==> src/rtl/fir_pkg.sv <==
`default_nettype none
// ============================================================================
// Module      : fir_pkg
// Description : Shared FIR constants and the requantize helper function.
// Revision    : 1.0 - initial release
// ============================================================================
package fir_pkg;

    localparam int FIR_DATA_W = 16;
    localparam int FIR_TAPS   = 101;
    localparam int FIR_ACC_W  = 2*FIR_DATA_W + $clog2(FIR_TAPS);
    localparam int COEF_FRAC  = 15;

    // Round half toward +inf, arithmetic shift, clamp to FIR_DATA_W signed.
    function automatic logic signed [FIR_DATA_W-1:0] sat_round(
        input logic signed [FIR_ACC_W-1:0] value,
        input int unsigned                 shift
    );
        longint v;
        longint hi;
        longint lo;
        hi = (longint'(1) <<< (FIR_DATA_W-1)) - 1;
        lo = -(longint'(1) <<< (FIR_DATA_W-1));
        v  = longint'(value);
        if (shift > 0)
            v = v + (longint'(1) <<< (shift-1));
        v = v >>> shift;
        if (v > hi)
            v = hi;
        else if (v < lo)
            v = lo;
        return FIR_DATA_W'(v);
    endfunction

endpackage
`default_nettype wire

==> src/rtl/fir_sync_fifo.sv <==
`default_nettype none
// ============================================================================
// Module      : fir_sync_fifo
// Description : First-word-fall-through synchronous FIFO with level output.
// Revision    : 1.0 - initial release
// ============================================================================
module fir_sync_fifo #(
    parameter int WIDTH = 16,
    parameter int DEPTH = 8
) (
    input  logic                     clk,
    input  logic                     rst_n,
    input  logic                     wr_en_i,
    input  logic [WIDTH-1:0]         wr_data_i,
    input  logic                     rd_ready_i,
    output logic [WIDTH-1:0]         rd_data_o,
    output logic [$clog2(DEPTH):0]   level_o,
    output logic                     full_o,
    output logic                     empty_o
);

    localparam int AW = $clog2(DEPTH);

    logic [AW:0]      wr_ptr_q;
    logic [AW:0]      wr_ptr_d;
    logic [AW:0]      rd_ptr_q;
    logic [AW:0]      rd_ptr_d;
    logic [WIDTH-1:0] mem_q [DEPTH];
    logic             w_pop;
    logic             w_push;

    assign empty_o = (wr_ptr_q == rd_ptr_q);
    assign full_o  = (wr_ptr_q[AW] != rd_ptr_q[AW]) &&
                     (wr_ptr_q[AW-1:0] == rd_ptr_q[AW-1:0]);

    assign w_pop  = rd_ready_i && !empty_o;
    // A simultaneous pop frees the slot the write lands in.
    assign w_push = wr_en_i && (!full_o || w_pop);

    always_comb begin
        wr_ptr_d = wr_ptr_q;
        rd_ptr_d = rd_ptr_q;
        if (w_push)
            wr_ptr_d = wr_ptr_q + (AW+1)'(1);
        if (w_pop)
            rd_ptr_d = rd_ptr_q + (AW+1)'(1);
    end

    always_ff @(posedge clk or negedge rst_n) begin
        if (!rst_n) begin
            wr_ptr_q <= '0;
            rd_ptr_q <= '0;
        end else begin
            wr_ptr_q <= wr_ptr_d;
            rd_ptr_q <= rd_ptr_d;
        end
    end

    always_ff @(posedge clk) begin
        if (w_push)
            mem_q[wr_ptr_q[AW-1:0]] <= wr_data_i;
    end

    assign rd_data_o = empty_o ? '0 : mem_q[rd_ptr_q[AW-1:0]];
    assign level_o   = wr_ptr_q - rd_ptr_q;

endmodule
`default_nettype wire

==> src/rtl/fir_requant_decim.sv <==
`default_nettype none
// ============================================================================
// Module      : fir_requant_decim
// Description : Requantizes the FIR accumulator to OUT_W, decimates and
//               buffers the result on a valid/ready stream.
//               Optional macro FIR_REQUANT_SATCNT_EN adds a saturation counter.
// Revision    : 1.0 - initial release
// ============================================================================
module fir_requant_decim
    import fir_pkg::*;
#(
    parameter int IN_W       = FIR_ACC_W,
    parameter int OUT_W      = FIR_DATA_W,
    parameter int SHIFT      = COEF_FRAC,
    parameter int DECIM      = 1,
    parameter int FIFO_DEPTH = 8
) (
    input  logic                          clk,
    input  logic                          rst_n,
    input  logic                          in_valid,
    input  logic [IN_W-1:0]               in_data,
    output logic                          out_valid,
    input  logic                          out_ready,
    output logic [OUT_W-1:0]              out_data,
    output logic [$clog2(FIFO_DEPTH):0]   fifo_level,
    input  logic                          ovf_clr,
    output logic                          overflow
`ifdef FIR_REQUANT_SATCNT_EN
   ,output logic [15:0]                   sat_count
`endif
);

    localparam int EXT_W  = IN_W + 1;
    localparam int DCNT_W = (DECIM > 1) ? $clog2(DECIM) : 1;

    localparam logic signed [EXT_W-1:0] C_MAX =
        {{(EXT_W-OUT_W+1){1'b0}}, {(OUT_W-1){1'b1}}};
    localparam logic signed [EXT_W-1:0] C_MIN =
        {{(EXT_W-OUT_W+1){1'b1}}, {(OUT_W-1){1'b0}}};
    localparam logic [DCNT_W-1:0] C_DEC_LAST = DCNT_W'(DECIM - 1);

    logic signed [EXT_W-1:0] w_ext;
    logic signed [EXT_W-1:0] w_round;
    logic signed [EXT_W-1:0] w_sum;
    logic signed [EXT_W-1:0] w_shifted;
    logic                    w_pos_sat;
    logic                    w_neg_sat;
    logic [OUT_W-1:0]        w_sample;
    logic                    w_keep;

    logic [DCNT_W-1:0]       dcnt_q;
    logic [DCNT_W-1:0]       dcnt_d;
    logic                    s1_valid_q;
    logic [OUT_W-1:0]        s1_data_q;
    logic                    ovf_q;
    logic                    ovf_d;

    logic                    w_full;
    logic                    w_empty;
    logic                    w_drop;

    // Extra sign bit keeps the rounding add from wrapping at the top of range.
    assign w_ext = {in_data[IN_W-1], in_data};

    generate
        if (SHIFT > 0) begin : g_round_en
            assign w_round = EXT_W'(1) <<< (SHIFT - 1);
        end else begin : g_round_dis
            assign w_round = '0;
        end
    endgenerate

    assign w_sum     = w_ext + w_round;
    assign w_shifted = w_sum >>> SHIFT;
    assign w_pos_sat = (w_shifted > C_MAX);
    assign w_neg_sat = (w_shifted < C_MIN);

    always_comb begin
        w_sample = w_shifted[OUT_W-1:0];
        if (w_pos_sat)
            w_sample = C_MAX[OUT_W-1:0];
        else if (w_neg_sat)
            w_sample = C_MIN[OUT_W-1:0];
    end

    assign w_keep = (dcnt_q == '0);

    always_comb begin
        dcnt_d = dcnt_q;
        if (in_valid)
            dcnt_d = (dcnt_q == C_DEC_LAST) ? '0 : dcnt_q + DCNT_W'(1);
    end

    always_ff @(posedge clk or negedge rst_n) begin
        if (!rst_n) begin
            dcnt_q     <= '0;
            s1_valid_q <= 1'b0;
            s1_data_q  <= '0;
        end else begin
            dcnt_q     <= dcnt_d;
            s1_valid_q <= in_valid && w_keep;
            if (in_valid)
                s1_data_q <= w_sample;
        end
    end

    fir_sync_fifo #(
        .WIDTH (OUT_W),
        .DEPTH (FIFO_DEPTH)
    ) u_fifo (
        .clk        (clk),
        .rst_n      (rst_n),
        .wr_en_i    (s1_valid_q),
        .wr_data_i  (s1_data_q),
        .rd_ready_i (out_ready),
        .rd_data_o  (out_data),
        .level_o    (fifo_level),
        .full_o     (w_full),
        .empty_o    (w_empty)
    );

    assign out_valid = !w_empty;
    assign w_drop    = s1_valid_q && w_full && !(out_valid && out_ready);

    // A drop in the same cycle as a clear leaves the flag set.
    always_comb begin
        ovf_d = ovf_q;
        if (w_drop)
            ovf_d = 1'b1;
        else if (ovf_clr)
            ovf_d = 1'b0;
    end

    always_ff @(posedge clk or negedge rst_n) begin
        if (!rst_n)
            ovf_q <= 1'b0;
        else
            ovf_q <= ovf_d;
    end

    assign overflow = ovf_q;

`ifdef FIR_REQUANT_SATCNT_EN
    logic [15:0] satcnt_q;
    logic [15:0] satcnt_d;

    always_comb begin
        satcnt_d = satcnt_q;
        if (ovf_clr)
            satcnt_d = '0;
        else if (in_valid && (w_pos_sat || w_neg_sat) && (satcnt_q != 16'hFFFF))
            satcnt_d = satcnt_q + 16'd1;
    end

    always_ff @(posedge clk or negedge rst_n) begin
        if (!rst_n)
            satcnt_q <= '0;
        else
            satcnt_q <= satcnt_d;
    end

    assign sat_count = satcnt_q;
`endif

endmodule
`default_nettype wire

==> config.mk <==
export PLATFORM = sky130hd
export DESIGN_NAME = fir_requant_decim
export DESIGN_NICKNAME = d
export VERILOG_FILES = /design/src/rtl/fir_pkg.sv /design/src/rtl/fir_sync_fifo.sv /design/src/rtl/fir_requant_decim.sv
export SDC_FILE = /design/constraint.sdc
export NUM_CORES = 1
export LEC_CHECK = 0
export BUFFER_PORTS_ARGS = -buffer_cell sky130_fd_sc_hd__buf_2
export CAP_MARGIN = 20
export CORE_ASPECT_RATIO = 2
export CORE_UTILIZATION = 35
export CTS_BUF_LIST = sky130_fd_sc_hd__clkbuf_8
export DETAILED_ROUTE_END_ITERATION = 8
export PLACE_DENSITY = 0.49
export SYNTH_ARGS = -nofsm -noshare
export SYNTH_HDL_FRONTEND = slang
export SYNTH_SLANG_ARGS = --single-unit
==> constraint.sdc <==
create_clock -name clk -period 3.9 [get_ports clk]
set_clock_uncertainty 0.05 [all_clocks]
set_input_delay 0.78 -clock clk [delete_from_list [all_inputs] [get_ports clk]]
set_output_delay 0.78 -clock clk [all_outputs]
set_load 0.02 [all_outputs]
=== After elaboration in Yosys (flattened, before gate mapping) ===
Memory sizes are Yosys's and may differ from the RTL's.
Index checks and enable logic that the tools add are counted.

* Bits in registers: 27
* Bits in writable memories: 128
* Input port bits: 44
* Output and inout port bits: 22
* Word-level logic and storage cells: 37
* Memories: 1

{| class="wikitable"
|+ Memory list
! name !! depth !! bits a word !! rd ports !! clocked after memory_dff !! wr ports !! line !! text
|-
| u_fifo.mem_q || 8 || 16 || 1 || 0 || 1 || fir_sync_fifo.sv:28 || <nowiki>logic [WIDTH-1:0] mem_q [DEPTH];</nowiki>
|}

* $add $sub $neg: 5
* Order comparisons: 2
* Equal/unequal tests: 3
* Muxes and demuxes: 8
* Bitwise gates (word level): 1
* Reductions and logical operators: 11

{| class="wikitable"
|+ Operators by type and width
! operator !! count
|-
| $mux 16 || 3
|-
| $add 39x16->40 const B || 1
|-
| $gt 25x16->1 const B || 1
|-
| $lt 25x16->1 const B || 1
|-
| $add 4x1->4 const B || 2
|-
| $logic_and 1x1->1 || 6
|-
| $mux 1 || 5
|-
| $eq 4x4->1 || 1
|-
| $sub 4x4->4 || 1
|-
| $eq 3x3->1 || 1
|-
| $logic_not 1->1 || 3
|-
| $reduce_bool 2->1 || 1
|-
| $add 1x1->1 const B || 1
|-
| $logic_or 1x1->1 || 1
|-
| $ne 1x1->1 || 1
|-
| $not 1->1 || 1
|}

=== Depth between registers and ports, before layout ===
Gate-level depths: netlist of run 1.

* Depth after elaboration: 7
* Mapped depth: 10
* Gate-level depth less buffers: 8

=== By module ===
From an unflattened synthesis of run 1, not the netlist that was laid out.

* Cell total of the unflattened synthesis: 461
* Area, all modules: 6924.1 µm²

{| class="wikitable"
|+ Modules (own cells, without submodules)
! module !! times used !! cells each !! area an instance (µm²) !! seq. area each (µm²)
|-
| fir_sync_fifo || 1 || 318 || 5564.1 || 4043.9
|-
| fir_requant_decim || 1 || 143 || 1360.1 || 450.4
|}

=== Worst setup path after synthesis of run 1 ===
OpenSTA, ideal clock, no wires.

* Path kind: reg-to-reg
* From: register u_fifo.rd_ptr_q[2]
* To: memory u_fifo.mem_q[1][0] (enable)
* Library setup time: 0.409 ns
* Arrival time: 3.096 ns
* Required time: 3.441 ns
* Setup slack: 0.345 ns
* Cell stages (with the launch flop): 10
* Buffers on the path: 2
* Period minus slack after synthesis: 3.555 ns
* Path through: dfrtp_1 > clkbuf_1 > clkinv_1 > clkbuf_1 > ha_1 > nand3_1 > nor3_1 > nor2b_1 > nand2_1 > nor3_1

* Longest elaborated chain between the ends: 7
* Elaborated cells on any way between the ends: 10
* Classes of those cells: 2 x eq/ne; 2 x mux; 6 x reduce/logical

{| class="wikitable"
|+ RTL lines
! element !! line !! text
|-
| start, declared || fir_sync_fifo.sv:26 || <nowiki>logic [AW:0] rd_ptr_q;</nowiki>
|-
| start signal, assigned || fir_sync_fifo.sv:55 || <nowiki>rd_ptr_q <= rd_ptr_d;</nowiki>
|-
| $eq 4x4->1 or $eq 3x3->1 (tied branches) || fir_sync_fifo.sv:32, fir_sync_fifo.sv:34 ||
|-
| $logic_not 1->1 or $logic_and 1x1->1 (tied branches) || fir_sync_fifo.sv:36, fir_sync_fifo.sv:33 ||
|-
| $logic_and 1x1->1 or $logic_not 1->1 (tied branches) || fir_sync_fifo.sv:36, fir_sync_fifo.sv:38 ||
|-
| $logic_or 1x1->1 (*) || fir_sync_fifo.sv:38 || <nowiki>assign w_push = wr_en_i && (!full_o || w_pop);</nowiki>
|-
| $logic_and 1x1->1 (*) || fir_sync_fifo.sv:38 ||
|-
| $mux 1 (*) || fir_sync_fifo.sv:60 || <nowiki>if (w_push)</nowiki>
|-
| $mux 1 (implied by the code) (*) || fir_sync_fifo.sv:61 || <nowiki>mem_q[wr_ptr_q[AW-1:0]] <= wr_data_i;</nowiki>
|-
| end, declared || fir_sync_fifo.sv:28 ||
|}

Mark *: on every way between the ends. The rest lies on a longest branch, timed or not.

=== Worst setup path in the final report of run 1 ===
* From: register u_fifo.rd_ptr_q[0]
* To: output port out_data[3]

* Longest elaborated chain between the ends: 2
* Elaborated cells on any way between the ends: 3
* Classes of those cells: 1 x eq/ne; 1 x mux; 1 x memory

{| class="wikitable"
|+ RTL lines
! element !! line !! text
|-
| $mem_v2 8x16 or $eq 4x4->1 (tied branches) || n/a ||
|-
| $mux 16 (*) || fir_sync_fifo.sv:64 || <nowiki>assign rd_data_o = empty_o ? '0 : mem_q[rd_ptr_q[AW-1:0]];</nowiki>
|-
| end, declared || fir_requant_decim.sv:24 || <nowiki>output logic [OUT_W-1:0] out_data,</nowiki>
|}

Marked as above.

==> reports/results.txt, run 1 <==
status: complete, no violations
num ports: 66
clk_lat worst skew: 0.45 ns
Clock Root Buffer: clkbuf_8
DP Wirelength: 9490 um
Final WS setup: 0.699 ns
sequential fraction of the synthesis area: 66.2%
post_cts resized: 0
share of cells above drive strength 1: 29.7%
most frequent cells after synthesis: edfxtp_1, nand2_1, mux4_2, dfrtp_1, a21oi_1
WP data required: 3.07 ns
vias in the first global route: 4070
Pre-Repair DR Iteration Count: 4
final WL: 14600 um
library cells used by synthesis: 53
Yosys reg bits: 154
antenna violations before repair: 0
CTS clk-pin slew, worst paths: 0.09 ns
Power Density: 711 nW/um^2
critical path class: flop to output port
RR Endpoint: u_fifo.mem_q[3][12]
global-route wire length before repair: 22800 um
critical-path cell list: buf_4 -> mux4_2 -> nand2_1 -> a21oi_1 -> buf_2
f_max: 312 MHz
I/O Buffers: 51
ys flop type: edfxtp_1
initial drt markers: 141
Post-synth ARST share: 16.9%
top cell type's share of synthesized area: 56.6%
total grt overflow: 0
dominant cell by count in the synthesized netlist: edfxtp_1
Synth Instances: 448
Cell Area, Synth: 6790 um^2
Filler Cell Count: 1754
unrepaired setup endpoints after global routing: no
Worst setup SP type: flop
clock buffer depth: 2
max cap viols: 0
Layout area overhead: 15.5%
CP max FO: 16
post-place setup slack: 0.545 ns
leakage power: 2.72 nW
Chip Width: 101 um
nets: 567
initial core utilization: 35.9%
Die ar.: 20000 um^2
row count: 71
via count: 3986
post-route setup TNS: 0 ns
crit path time final: 3.20 ns
Synth Area per Inst: 15.2 um^2
All-Layer GR Usage: 15.9%
number of buffers inserted by hold repair at cts: 0
Fin. Hold Viols: 0
critical path's largest stage delay: 0.63 ns
reg-to-reg startpoint: u_fifo.rd_ptr_q[0]
pin count of the biggest net entering global routing: 37
reg-to-reg slack, setup: 1.36 ns
register area: 4500 um^2
worst hold path class: input pin to asynchronous set/reset pin
Core Region: 18900 um^2
Hold WS: 0.292 ns
Synth area leader: edfxtp_1
Vias/cell: 5.08
overall power: 5.58 mW
FF-to-FF path depth: 7
Post-CTS Setup Inserts: 0
Mapped Nets: 499
CTS tree: yes
Clock Sinks: 154
Least-Margin Pin Slew: 0.781 ns
WL/cell: 18.6 um
die height: 199 um
Post-synth EDFFs: 128
max_slew headroom: 47.9%
H-tree depth: 4
Syn. warnings: 0
antenna-violating nets left: 0
CP endpoint kind: output port
Max IR drop VDD: 573 uV
final setup violation count: 0
Worst path slowest cell: dfrtp_2
GP Congestion: 0.818
critical path arrival: 2.37 ns
multi-input logic area: 2170 um^2
Remaining DRCs: 0
CTS Buf Count: 17
top post-synthesis cells by area: edfxtp_1, mux4_2, dfrtp_1
post-route clock period utilization: 82.1%
Slew Viols, Final: 0
ant diodes: 0
## flip-flops by register name (all words and copies together), names as in the netlist
name and count:
u_fifo.mem_q 128, s1_data_q 16, u_fifo.rd_ptr_q 4, u_fifo.wr_ptr_q 4
overflow 1, s1_valid_q 1
## layout make-up
type / instances / area share, %
clock buffer: 19 / 3.33
clock inverter: 13 / 2.14
inverter: 12 / 0.574
multi-input combinational: 262 / 27.6
sequential: 154 / 57.3
tap: 255 / 4.07
timing repair buffer: 69 / 4.98
## per-stage QoR
| step | util (%) | area, um^2 | cells |
|---|---|---|---|
| 2_1_floorplan | - | 6790 | 448 |
| 3_3_place_gp | 39.2 | 7420 | 752 |
| 3_5_place_dp | 39.2 | 7420 | 752 |
| 4_1_cts | 41.5 | 7850 | 784 |
| 5_1_grt | 41.5 | 7850 | 784 |
| 6_report | 41.5 | 7850 | 784 |
## critical path: cells and delay by family, from the launching register on
family / cells / cell delay [ns]
buffers and inverters: 2 / 0.58
DFF: 1 / 0.63
AOI/OAI and AO/OA: 1 / 0.09
muxes: 1 / 0.54
and+or+nand+nor: 1 / 0.08
## cell usage in the layout, fill, tap and decap left out, types with 4 or more instances in the layout
master	instances
nor3_1	5
buf_2	51
and4_1	4
o21ai_2	10
clkbuf_8	19
clkinv_4	4
nand2_1	55
a21oi_1	25
dfrtp_1	25
nand3_1	16
mux4_2	32
inv_1	10
and3_1	4
nor3b_1	4
nand4_1	7
xnor2_1	12
edfxtp_1	128
ha_1	6
buf_4	18
nor2_1	20
xor2_1	10
o21ai_0	13
## report_power, final
group          switching [mW]  internal (mW)
clock network           0.595          0.672
logic                    1.24          0.827
registers               0.160           2.09
## kinds of logic (layout without fill, tap and decap cells)
group / Yosys count / in the layout / share of synthesized area [%]
compound gates: 64 / 64 / 6.28
xor+xnor: 22 / 22 / 2.84
fa+ha+maj: 7 / 7 / 1.40
buf+inv: 32 / 113 / 2.12
flops: 154 / 154 / 66.2
mux: 34 / 34 / 10.9
simple gates: 135 / 135 / 10.3
## worst max-delay path by stage
stage          slack (ns)                  to               start  depth (start not counted)
2_1_floorplan        0.34  u_fifo.mem_q[1][0]  u_fifo.rd_ptr_q[2]                          9
3_3_place_gp         0.62       s1_data_q[12]         in_data[14]                          8
3_5_place_dp         0.54       s1_data_q[14]         in_data[15]                          8
4_1_cts              0.59         out_data[3]  u_fifo.rd_ptr_q[0]                          5
5_1_grt              0.52         out_data[3]  u_fifo.rd_ptr_q[0]                          5
6_report             0.70         out_data[3]  u_fifo.rd_ptr_q[0]                          5
## layer usage
metal / up-vias / routed length, um / GRT usage [%]
met5: - / 0 / 0
met4: 0 / 223 / 5.74
met3: 14 / 430 / 3.09
met2: 93 / 8330 / 30.2
met1: 2019 / 5600 / 17.0
li1: 1860 / - / -
Power figures use the tool's default switching activity.
==> inputs of run 2 (changes only) <==
- ABC_AREA: not set -> 1
- clock period: 3.9 -> 3 ns (I/O delays scaled with it)
==> reports/results.txt, run 2 <==
status: complete, no violations
Synth Area in Simple Gates: 19.2%
max reg flops: 128
Core Region: 19800 um^2
CTS clk-pin slew, worst paths: 0.08 ns
final WL: 18800 um
Synth area leader: edfxtp_1
total grt overflow: 0
Max IR drop VDD: 474 uV
Pre-Repair DR Iteration Count: 5
leakage power: 3.20 nW
met3 wire length: 782 um
via count: 5159
critical path's largest stage delay: 0.39 ns
worst hold path class: input pin to asynchronous set/reset pin
ant diodes: 0
WP data required: 2.35 ns
top cell type's share of synthesized area: 54.2%
critical path class: flop to output port
share of cells above drive strength 1: 18.4%
f_max: 347 MHz
max cap viols: 0
Compound-Gate Fraction of Synth Area: 9.23%
antenna-violating nets left: 0
number of buffers inserted by hold repair at cts: 0
CP max FO: 5
H-tree depth: 4
I/O Buffers: 51
critical-path cell list: inv_1 -> ha_4 -> nand3_2 -> nor2_2 -> inv_2 -> buf_12 -> o21ai_0 -> a31oi_1 -> buf_4
GP Congestion: 0.833
Post-synth ARST share: 16.9%
Mapped Nets: 748
Post-synth EDFFs: 128
Cell Area, Synth: 7090 um^2
clk_lat worst skew: 0.44 ns
CTS tree: yes
vias in the first global route: 5301
Clock Sinks: 154
Remaining DRCs: 0
crit path time final: 2.88 ns
Worst path slowest cell: dfrtp_1
reg-to-reg slack, setup: 0.82 ns
Layout area overhead: 17.5%
FF-to-FF path depth: 10
Critical Path Sink: out_data[14]
Detail Route met2 WL: 10900 um
ys flop type: edfxtp_1
Synth Area per Inst: 10.2 um^2
XOR/XNOR Fraction of Synth Area: 2.72%
global-route wire length before repair: 28500 um
pin count of the biggest net entering global routing: 65
Yosys reg bits: 154
sequential fraction of the synthesis area: 63.4%
Least-Margin Pin Slew: 0.650 ns
Critical Path Start: u_fifo.rd_ptr_q[2]
dpl cell area: 7680 um^2
Clock Root Buffer: clkbuf_8
most frequent cells in the layout: nand2_1, nor2_1, edfxtp_1, o21ai_0, buf_2
nets: 814
reg-to-reg startpoint: u_fifo.rd_ptr_q[2]
Synth Instances: 697
Filler Cell Count: 1946
largest family of logic cells by synthesized area: simple AND/OR/NAND/NOR gates
cell family with most CP delay: buffers and inverters
num ports: 66
dominant cell by count in the synthesized netlist: nand2_1
initial core utilization: 35.8%
CP endpoint kind: output port
multiplexer area fraction after synthesis: 0%
CP Buf/Inv Count: 4
DP Wirelength: 11400 um
Vias/cell: 4.97
final setup violation count: 0
Fin. Hold Viols: 0
Worst setup SP type: flop
RR Endpoint: u_fifo.mem_q[7][9]
library cells used by synthesis: 34
All-Layer GR Usage: 18.9%
max_slew headroom: 56.7%
antenna violations before repair: 0
Power Density: 963 nW/um^2
clock buffer depth: 2
Chip Width: 103 um
WL/cell: 18.1 um
most frequent cells after synthesis: nand2_1, nor2_1, edfxtp_1, o21ai_0, inv_1
Die ar.: 20900 um^2
most common cell after layout, fill and taps aside: nand2_1
post-route setup TNS: 0 ns
Slew Viols, Final: 0
initial drt markers: 360
max layer used: met4
row count: 73
die height: 203 um
post-route cell area: 8330 um^2
CTS Buf Count: 17
post-route clock period utilization: 95.9%
wl on met1: 6690 um
top post-synthesis cells by area: edfxtp_1, dfrtp_1, nand2_1
critical path arrival: 2.23 ns
Syn. warnings: 0
CP Depth: 9
area share of fa/ha/maj cells after synthesis: 1.34%
run 2: changes by cell type in the layout (fill, tap and decap cells not counted), moves of 5 or more:
cell | previous run | this run
a21oi_1 | 25 | 1
a31oi_1 | 2 | 16
inv_1 | 10 | 38
mux4_2 | 32 | 0
nand2_1 | 55 | 139
nand2_2 | 0 | 15
nand3_2 | 0 | 5
nor2_1 | 20 | 137
o21ai_0 | 13 | 85
o21ai_2 | 10 | 1
o22ai_1 | 0 | 16
run 2: kinds of logic (layout without fill, tap and decap cells):
| logic type | count (synthesis) | count (layout) |
|---|---|---|
| flops | 154 | 154 |
| fa+ha+maj | 7 | 7 |
| buf+inv | 69 | 148 |
| compound gates | 122 | 122 |
| simple gates | 323 | 323 |
| xor+xnor | 22 | 22 |
run 2: power breakdown:
group,internal (mW),switching (mW)
clock,0.894,0.743
combinational,1.24,2.27
sequential,2.71,0.165
run 2: metal layers:
layer	vias to the layer above	track usage (%)
li1	2500	-
met1	2468	19.9
met2	163	35.4
met3	28	3.19
met4	0	8.16
met5	-	0
run 2: worst reg2reg max path, delay by kind of cell, from the launching register on:
kind	cells	cell delay (ns)
fa+ha+maj	1	0.24
flops	1	0.39
simple gates	6	0.60
buf+inv	3	0.58
run 2: worst min-delay path by stage:
stage / to / slack (ns) / cells after the start
after floorplan: overflow / 0.25 / 0
after global placement: u_fifo.wr_ptr_q[3] / 0.43 / 1
after detailed placement: u_fifo.rd_ptr_q[3] / 0.44 / 1
after CTS: overflow / 0.10 / 1
after global routing: u_fifo.wr_ptr_q[3] / 0.14 / 1
final: overflow / 0.13 / 1
run 2: metrics by stage:
step	util (%)	hold slack [ns]	instances	power (mW)	worst slack, ns
2_1_floorplan	-	0.254	697	4.87	0.0162
3_3_place_gp	38.8	0.426	998	5.94	0.428
3_5_place_dp	38.8	0.439	998	6.04	0.404
4_1_cts	41.1	0.104	1031	7.77	-0.00377
5_1_grt	42.0	0.141	1038	8.52	-0.00121
6_report	42.0	0.126	1038	8.02	0.122
run 2: repair_timing:
action | in CTS | in global routing
setup endpoints to repair | 8 | 14
buffers inserted | 0 | 3
cloned | 1 | 4
gates resized for setup | 4 | 10
run 2: layout make-up:
type / count / area [um^2] / share of cell area, %
flip-flops and latches: 154 / 4500 / 54.0
multi-input cells: 474 / 2350 / 28.2
inverters: 41 / 158 / 1.89
well taps: 262 / 328 / 3.94
repair buffers: 75 / 577 / 6.93
clock buffers: 17 / 234 / 2.81
clock inverters: 15 / 185 / 2.22
